### src/rtl/mul3_pkg.sv
// Shared definitions for the multiple-of-3 serial stream: FSM states,
// the mod-3 remainder step and the pad value that makes a frame divisible by 3.
package mul3_pkg;

  typedef enum logic [1:0] {
    ST_IDLE  = 2'd0,
    ST_SHIFT = 2'd1,
    ST_PAD   = 2'd2
  } state_e;

  localparam int PAD_BITS = 2;

  // Appending bit b to a value with remainder r gives remainder (2r+b) mod 3.
  function automatic logic [1:0] rem_step(input logic [1:0] r, input logic b);
    logic [1:0] n;
    case ({r, b})
      3'b000:  n = 2'd0;
      3'b001:  n = 2'd1;
      3'b010:  n = 2'd2;
      3'b011:  n = 2'd0;
      3'b100:  n = 2'd1;
      3'b101:  n = 2'd2;
      default: n = 2'd0;
    endcase
    return n;
  endfunction

  function automatic logic [1:0] pad_value(input logic [1:0] r);
    logic [1:0] p;
    case (r)
      2'd1:    p = 2'd2;
      2'd2:    p = 2'd1;
      default: p = 2'd0;
    endcase
    return p;
  endfunction

endpackage

### src/rtl/mul3_rem_tracker.sv
// Running mod-3 remainder of a serial MSB-first stream, plus the golden
// divisibility flag for the bit currently on the wire.
module mul3_rem_tracker
  import mul3_pkg::*;
(
  input  logic       clk,
  input  logic       reset,
  input  logic       bit_valid_i,
  input  logic       bit_i,
  input  logic       clr_i,
  output logic [1:0] rem_o,
  output logic       exp_y_o
);

  logic [1:0] rem_q;
  logic [1:0] rem_d;

  always_comb begin
    rem_d   = rem_step(rem_q, bit_i);
    exp_y_o = bit_valid_i && (rem_d == 2'd0);
  end

  // clr wins over a step so a back-to-back frame starts from zero.
  always_ff @(posedge clk) begin
    if (reset || clr_i) begin
      rem_q <= 2'd0;
    end else if (bit_valid_i) begin
      rem_q <= rem_d;
    end
  end

  assign rem_o = rem_q;

endmodule

### src/rtl/mul_3_stream_tx.sv
// Serial MSB-first transmitter for the multiple-of-3 stream with golden exp_y.
// Define MUL3_PAD_EN to append 2 pad bits making every frame divisible by 3.
module mul_3_stream_tx
  import mul3_pkg::*;
#(
  parameter int WIDTH = 8
) (
  input  logic             clk,
  input  logic             reset,
  input  logic             in_valid,
  input  logic [WIDTH-1:0] in_data,
  output logic             in_ready,
  output logic             x,
  output logic             x_valid,
  output logic             sof,
  output logic             eof,
  output logic [1:0]       rem,
  output logic             exp_y,
  output logic             busy
);

  localparam int CW = $clog2(WIDTH);
  localparam logic [CW-1:0] LAST_IDX = CW'(WIDTH - 1);

  state_e           state_q;
  logic [WIDTH-1:0] shreg_q;
  logic [CW-1:0]    cnt_q;
  logic             sof_q;
  logic             cur_bit;
  logic             accept;
`ifdef MUL3_PAD_EN
  logic [1:0]       pad_q;
`endif

  always_comb begin
    cur_bit = shreg_q[WIDTH-1];
`ifdef MUL3_PAD_EN
    if (state_q == ST_PAD) begin
      cur_bit = pad_q[cnt_q[0]];
    end
    eof = (state_q == ST_PAD) && (cnt_q == '0);
`else
    eof = (state_q == ST_SHIFT) && (cnt_q == '0);
`endif
    busy     = (state_q != ST_IDLE);
    x_valid  = busy;
    x        = busy && cur_bit;
    sof      = sof_q;
    in_ready = !reset && ((state_q == ST_IDLE) || eof);
    accept   = in_valid && in_ready;
  end

  always_ff @(posedge clk) begin
    if (reset) begin
      state_q <= ST_IDLE;
      shreg_q <= '0;
      cnt_q   <= '0;
      sof_q   <= 1'b0;
`ifdef MUL3_PAD_EN
      pad_q   <= 2'd0;
`endif
    end else begin
      sof_q <= accept;
      if (accept) begin
        state_q <= ST_SHIFT;
        shreg_q <= in_data;
        cnt_q   <= LAST_IDX;
      end else begin
        case (state_q)
          ST_SHIFT: begin
            shreg_q <= shreg_q << 1;
            if (cnt_q == '0) begin
`ifdef MUL3_PAD_EN
              // Pad is chosen from the remainder after the last data bit.
              state_q <= ST_PAD;
              cnt_q   <= CW'(PAD_BITS - 1);
              pad_q   <= pad_value(rem_step(rem, cur_bit));
`else
              state_q <= ST_IDLE;
`endif
            end else begin
              cnt_q <= cnt_q - CW'(1);
            end
          end
          ST_PAD: begin
            if (cnt_q == '0) begin
              state_q <= ST_IDLE;
            end else begin
              cnt_q <= cnt_q - CW'(1);
            end
          end
          default: ;
        endcase
      end
    end
  end

  mul3_rem_tracker u_rem (
    .clk        (clk),
    .reset      (reset),
    .bit_valid_i(x_valid),
    .bit_i      (x),
    .clr_i      (accept),
    .rem_o      (rem),
    .exp_y_o    (exp_y)
  );

endmodule
### config.mk
export PLATFORM = sky130hd
export DESIGN_NAME = mul_3_stream_tx
export DESIGN_NICKNAME = d
export VERILOG_FILES = /design/src/rtl/mul3_pkg.sv /design/src/rtl/mul3_rem_tracker.sv /design/src/rtl/mul_3_stream_tx.sv
export SDC_FILE = /design/constraint.sdc
export NUM_CORES = 1
export LEC_CHECK = 0
export ABC_AREA = 1
export CORE_MARGIN = 2
export CORE_UTILIZATION = 50
export DETAILED_ROUTE_END_ITERATION = 10
export DONT_BUFFER_PORTS = 1
export PLACE_DENSITY_LB_ADDON = 0.2
export SETUP_SLACK_MARGIN = 0.2
export SLEW_MARGIN = 0
export SYNTH_ARGS = -nofsm -noshare
export SYNTH_HDL_FRONTEND = slang
export SYNTH_SLANG_ARGS = --single-unit
### constraint.sdc
create_clock -name clk -period 1.3 [get_ports clk]
set_input_delay 0.065 -clock clk [delete_from_list [all_inputs] [get_ports clk]]
set_output_delay 0.065 -clock clk [all_outputs]
set_load 0.02 [all_outputs]
==> results.txt, run 1 <==
run status: finished, violations left
failing checks: negative setup slack
R2R depth: 10
fmax: 764.8 MHz
CTS H-Tree Depth: 1
std cell rows: 14
HP Class: input port to flip-flop
MaxCap Viol Count: 0
mean post-synth cell area: 6.710 um^2
worst hold slack: 0.01329 ns
slew margin rel.: 79.16%
CP arrival: 1.24 ns
#FFs+latches synth: 15
# diodes: 0
area share of the largest cell type after synthesis: 36.09%
initial antenna violation count: 0
Setup violations, final: 1
Final Core Density: 74.19%
Synth area leader: dfxtp_1
syn nets: 137
global-route wire length before repair: 3153 um
Post-synth EDFFs: 0
CP Capture Point: in_ready
cell area after synthesis: 832.0 um^2
GR Overflow Total: 0
Area growth syn-to-layout: 37.44%
Critical-path top delay cell: dfxtp_2
Pre-antenna DRT Iters: 4
worst slew pin tran: 0.3127 ns
core box area: 1541 um^2
vias: 869
slowest stage delay, CP: 0.33 ns
area of the multi-input gates: 495.5 um^2
sequential share of the synthesized area: 36.09%
Reg2Reg Setup Slack: 0.06 ns
Die Span Y: 44.80 um
RSZ-0062 raised after global routing: yes
Mapped Cells: 124
Via-to-Cell Ratio: 5.431
P_leak: 0.6041 nW
yosys warns: 0
cell with the most instances after synthesis: nand2_1
Bufs on Longest Clock Path: 2
CTS Buf Count: 3
Die X: 44.80 um
worst clock skew: 0.008015 ns
Layout fillers: 117
Worst-path clk slew: 0.10 ns
Post-synth ARST share: 0%
PortBufs: 0
initial DRC count: 46
type of the worst setup path: flip-flop to output pin
fraction of layout cells with a size suffix above 1: 36.11%
CP startpoint kind: flip-flop
final worst slack: -0.007551 ns
CP Data Required Time: 1.24 ns
worst r2r src: cnt_q[1]$_SDFFE_PP0P_
Synth cell types: 21
GRT Max-Usage Layer: met2
fin. max-slew vios: 0
clock sink count: 15
met3 usage: 6.400%
CP Cell Sequence: inv_2, ha_4, nand2_4, nand2_8, inv_4, nor2_1, buf_4
worst-path fanout max: 5
number of global-route vias before repair: 711
CP Capture Type: output pin
Placer Congestion: 0.7773
total negative setup slack: -0.007551 ns
final hold violations: 0
VDD IR-drop max: 0.8704 mV
largest net degree at the start of global routing: 13
HPWL after DPL: 1196 um
DIE AREA: 2007 um^2
dpl ws: 0.01976 ns
Power Density: 1030 nW/um^2
residual DRC count: 0
later-pin clock latency in the skew report: 0.30 ns
reg2reg end: shreg_q[1]$_SDFFE_PP0P_
All-Layer GR Usage: 21.55%
met2 usage: 31.88%
Initial Utilization: 53.98%
TritonCTS clock tree: built
ANT nets after route: 0
Post-synth top flop: dfxtp_1
GR met1 Demand/Resource: 29.85%
wire per inst: 13.78 um
min Tclk post-route: 1.308 ns
CTS Root Cell: clkbuf_4
synth cell count leaders: 41 x nand2_1, 23 x inv_1, 15 x dfxtp_1
Total Nets Final: 158
Ports: 20
FF+latch area: 309.0 um^2
Worst setup startpoint: cnt_q[1]$_SDFFE_PP0P_
Tcrit/Tclk final: 100.6%
WL final: 2204 um
Area contributors post-synth: dfxtp_1 36%, nand2_1 18%, inv_1 10%
[routing by layer]
metal	wire (um)	vias to the layer above
li1	-	423
met1	995	414
met2	1055	30
met3	136	2
met4	18	0
met5	0	-
[where the power goes]
group          total [mW]  leakage (nW)  internal (mW)  switching (mW)
Sequential          0.521         0.125          0.497          0.0246
Clock               0.286        0.0150          0.120           0.166
Combinational       0.371         0.464          0.158           0.213
[repair_timing]
action / CTS / global route
endpoints found under the setup margin: 17 / 19
cloned: 0 / 1
hold endpoints to repair: 7 / 1
resized for setup: 9 / 22
hold buffers: 3 / 1
pin swaps: 4 / 17
setup buffers: 6 / 4
[placed cells by master, fill, tap and decap left out]
cell / n
a21oi_2: 3
nand2_4: 1
inv_2: 3
clkinv_2: 1
o211ai_1: 2
o21ai_2: 3
nand3_4: 2
nand3_2: 1
inv_4: 2
nand2_2: 4
nand4_1: 7
nand2_1: 35
nand3_1: 7
nand2_8: 1
buf_6: 4
dfxtp_2: 4
dlymetal6s4s_1: 1
nor2_1: 4
dlygate4sd3_1: 3
buf_4: 14
ha_1: 1
clkbuf_1: 1
a21oi_4: 1
ha_4: 1
clkbuf_4: 3
nor2_4: 3
o21a_1: 1
a31oi_1: 1
inv_1: 19
dfxtp_1: 10
dfxtp_4: 1
[kinds of logic after synthesis]
logic type	after synthesis	synth area share [%]
AND/OR/NAND/NOR	64	32.93
adder cells (fa/ha/maj)	2	3.007
AO/OA/AOI/OAI	11	9.022
flip-flops	15	36.09
buffers and inverters	32	18.95
[through the flow]
stage / total power [mW] / cell area [um^2] / std cells
after floorplan: 0.7372 / 879.6 / 124
after global placement: 0.7636 / 885.9 / 141
after detailed placement: 0.7659 / 885.9 / 141
after CTS: 1.098 / 1011 / 154
after global routing: 1.248 / 1144 / 160
final: 1.178 / 1144 / 160
[worst min path at each step]
stage	startpoint	endpoint	slack [ns]	cells past startpoint
final	in_valid	shreg_q[6]$_SDFFE_PP0P_	0.01	3
after global routing	in_valid	shreg_q[6]$_SDFFE_PP0P_	0.01	3
after CTS	in_valid	shreg_q[6]$_SDFFE_PP0P_	0.01	3
after detailed placement	reset	state_q[0]$_SDFFE_PP0P_	0.13	1
after global placement	reset	state_q[0]$_SDFFE_PP0P_	0.13	1
after floorplan	reset	state_q[0]$_SDFFE_PP0P_	0.12	1
[flip-flops by register name, indices dropped and copies added (netlist names)]
name,cells
shreg_q,8
sof,1
state_q,1
cnt_q,3
u_rem.rem_o,2
[critical path: cells and delay by family, from the launching register on]
family	cells	cell delay, ns
simple gates	3	0.23
flops	1	0.33
fa+ha+maj	1	0.14
buf+inv	3	0.24
[layout make-up]
cell class / instances / share of cell area, %
multi-input cells: 78 / 43.33
flip-flops and latches: 15 / 27.02
repair buffers: 22 / 16.85
inverters: 25 / 8.753
clock buffers: 4 / 2.298
well taps: 16 / 1.751
Note: power is estimated with default switching activity, not from simulation.
==> inputs of run 2 (changes only) <==
--- a/config.mk
+++ b/config.mk
@@ -6,10 +6,10 @@
 export NUM_CORES = 1
 export LEC_CHECK = 0
 export ABC_AREA = 1
+export BUFFER_PORTS_ARGS = -buffer_cell sky130_fd_sc_hd__buf_2
 export CORE_MARGIN = 2
 export CORE_UTILIZATION = 50
 export DETAILED_ROUTE_END_ITERATION = 10
-export DONT_BUFFER_PORTS = 1
 export PLACE_DENSITY_LB_ADDON = 0.2
 export SETUP_SLACK_MARGIN = 0.2
 export SLEW_MARGIN = 0
==> constraint.sdc (replaced) <==
create_clock -name clk -period 1.44 [get_ports clk]
set_input_delay 0.072 -clock clk [delete_from_list [all_inputs] [get_ports clk]]
set_output_delay 0.072 -clock clk [all_outputs]
set_load 0.02 [all_outputs]
==> run 2 against run 1 <==
Net effect:
- the flow now finishes without violations
- final cell count is 3.8% higher
- total power is 12% lower
- first-iteration DRC count is 80% lower
- global-route usage is 1.3 points lower
- flip-flop and latch count stayed put
- via count is 2.0% lower
- sequential share of layout area is 0.83 points higher
- worst hold slack worse by 0.0021 ns
- non-clock buffer count is 6 higher
- critical path depth stayed put
- clock power is 12% lower
- critical endpoint unchanged
==> results.txt, run 2 (same netlist as run 1, synthesis figures left out) <==
run status: finished, final reports clean
worst-path fanout max: 5
std cell rows: 14
CP Capture Type: output pin
CTS Root Cell: clkbuf_4
residual DRC count: 0
post-route cell area: 1119 um^2
MaxCap Viol Count: 0
commonest non-fill, non-tap cells in the layout: 38 x nand2_1, 20 x inv_1, 16 x buf_2, 10 x dfxtp_1, 8 x nand3_1
Power Density: 930.2 nW/um^2
Placer Congestion: 0.7872
CP startpoint kind: flip-flop
Bufs on Longest Clock Path: 2
fmax: 758.7 MHz
Clock power frac: 24.3%
worst hold slack: 0.01120 ns
CP arrival: 1.25 ns
Internal Power: 690.2 uW
Initial Utilization: 53.98%
dpl ws: 0.08909 ns
Cells on Worst Hold Path: 3
fraction of layout cells with a size suffix above 1: 36.00%
reg2reg end: cnt_q[2]$_SDFFE_PP0P_
HPWL after DPL: 1219 um
Reg2Reg Setup Slack: 0.21 ns
initial DRC count: 9
max FFs per register: 8
VDD IR-drop max: 0.6336 mV
core box area: 1541 um^2
Setup violations, final: 0
worst slew pin tran: 0.2828 ns
type of the worst setup path: flip-flop to output pin
final worst slack: 0.1219 ns
total negative setup slack: 0 ns
Via-to-Cell Ratio: 5.133
R2R depth: 11
Die Span Y: 44.80 um
RSZ-0062 raised after global routing: yes
Area growth syn-to-layout: 34.44%
later-pin clock latency in the skew report: 0.29 ns
WL final: 1809 um
Reg power frac: 45.0%
clock sink count: 15
net switching power figure: 350.3 uW
Pre-antenna DRT Iters: 4
FF+latch area: 311.5 um^2
wire per inst: 10.90 um
worst r2r src: cnt_q[1]$_SDFFE_PP0P_
Ports: 20
vias: 852
global-route wire length before repair: 3022 um
TritonCTS clock tree: built
Top reg by flops: shreg_q
fin. max-slew vios: 0
min Tclk post-route: 1.318 ns
GR Overflow Total: 0
# diodes: 0
PortBufs: 19
Worst-path clk slew: 0.11 ns
most common cell after layout, fill and taps aside: nand2_1
slew margin rel.: 81.15%
HP Class: input port to flip-flop
initial antenna violation count: 0
P_leak: 0.6222 nW
CTS Buf Count: 3
Switching Share: 33.67%
ANT nets after route: 0
Layout fillers: 130
number of global-route vias before repair: 738
combinational share of power: 30.7%
Min-Delay Startpoint: in_data[0]
CP Data Required Time: 1.37 ns
worst clock skew: 0.01270 ns
Total Nets Final: 164
final hold violations: 0
Tcrit/Tclk final: 91.53%
Post-DP Area: 917.1 um^2
CTS H-Tree Depth: 1
largest net degree at the start of global routing: 13
All-Layer GR Usage: 20.28%
Die X: 44.80 um
DIE AREA: 2007 um^2
hold path endpoint: shreg_q[0]$_SDFFE_PP0P_
area of the multi-input gates: 460.4 um^2
-- run 2: changes by cell type in the layout (fill, tap and decap cells not counted), moves of 3 or more --
cell	change
buf_4	-7
nand2_1	+3
nand2_2	-4
a21oi_1	+3
dlygate4sd3_1	-3
a21oi_2	-3
buf_2	+16
-- run 2: worst max-delay path, cell delays in order (launching register included) --
cell and delay, ns:
dfxtp_2 0.34, inv_2 0.07, ha_4 0.14, nand2_4 0.06, nand2_8 0.09, inv_6 0.04, nor2_4 0.09, buf_6 0.11
-- run 2: final cells by class --
| cell class | instances | area share, % |
|---|---|---|
| multi-input cells | 78 | 41.16 |
| flip-flops and latches | 15 | 27.85 |
| repair buffers | 28 | 17.23 |
| inverters | 25 | 9.284 |
| clock buffers | 3 | 2.013 |
| well taps | 16 | 1.790 |
| clock inverters | 1 | 0.6711 |
-- run 2: power by group through the flow --
| stage | Clock, mW | Combinational (mW) | Sequential (mW) |
|---|---|---|---|
| finish | 0.253 | 0.319 | 0.468 |
| global placement | 0 | 0.218 | 0.473 |
| floorplan | 0 | 0.159 | 0.481 |
| CTS | 0.255 | 0.275 | 0.468 |
| global route | 0.273 | 0.353 | 0.472 |
| detailed placement | 0 | 0.223 | 0.474 |
-- run 2: layer usage --
| layer | vias to the layer above | track usage, % | wire (um) |
|---|---|---|---|
| li1 | 436 | - | - |
| met2 | 21 | 39.71 | 966 |
| met1 | 391 | 22.08 | 754 |
| met3 | 4 | 2.400 | 72 |
| met5 | - | 0 | 0 |
| met4 | 0 | 7.059 | 16 |
-- run 2: worst max path at each step --
stage,start,endpoint,slack [ns],cells after the start
4_1_cts,state_q[0]$_SDFFE_PP0P_,exp_y,0.12,6
2_1_floorplan,state_q[0]$_SDFFE_PP0P_,exp_y,0.24,5
3_3_place_gp,cnt_q[0]$_SDFFE_PP0P_,shreg_q[3]$_SDFFE_PP0P_,0.14,9
5_1_grt,cnt_q[1]$_SDFFE_PP0P_,in_ready,0.07,7
3_5_place_dp,cnt_q[0]$_SDFFE_PP0P_,shreg_q[4]$_SDFFE_PP0P_,0.09,9
6_report,cnt_q[1]$_SDFFE_PP0P_,in_ready,0.12,7
-- run 2: per-stage QoR --
| stage | cells | total power, mW | util [%] |
|---|---|---|---|
| floorplan | 124 | 0.6408 | - |
| global placement | 156 | 0.6909 | 59.50 |
| detailed placement | 156 | 0.6968 | 59.50 |
| CTS | 164 | 0.9980 | 68.43 |
| global route | 166 | 1.099 | 72.56 |
| finish | 166 | 1.041 | 72.56 |
-- run 2: what timing repair did --
item	4_1_cts	5_1_grt
hold endpoints to repair	0	0
endpoints found under the setup margin	14	14
gates cloned	0	1
buffers inserted	4	1
hold buffers	0	0
pin swaps	6	13
gates resized for setup	26	13
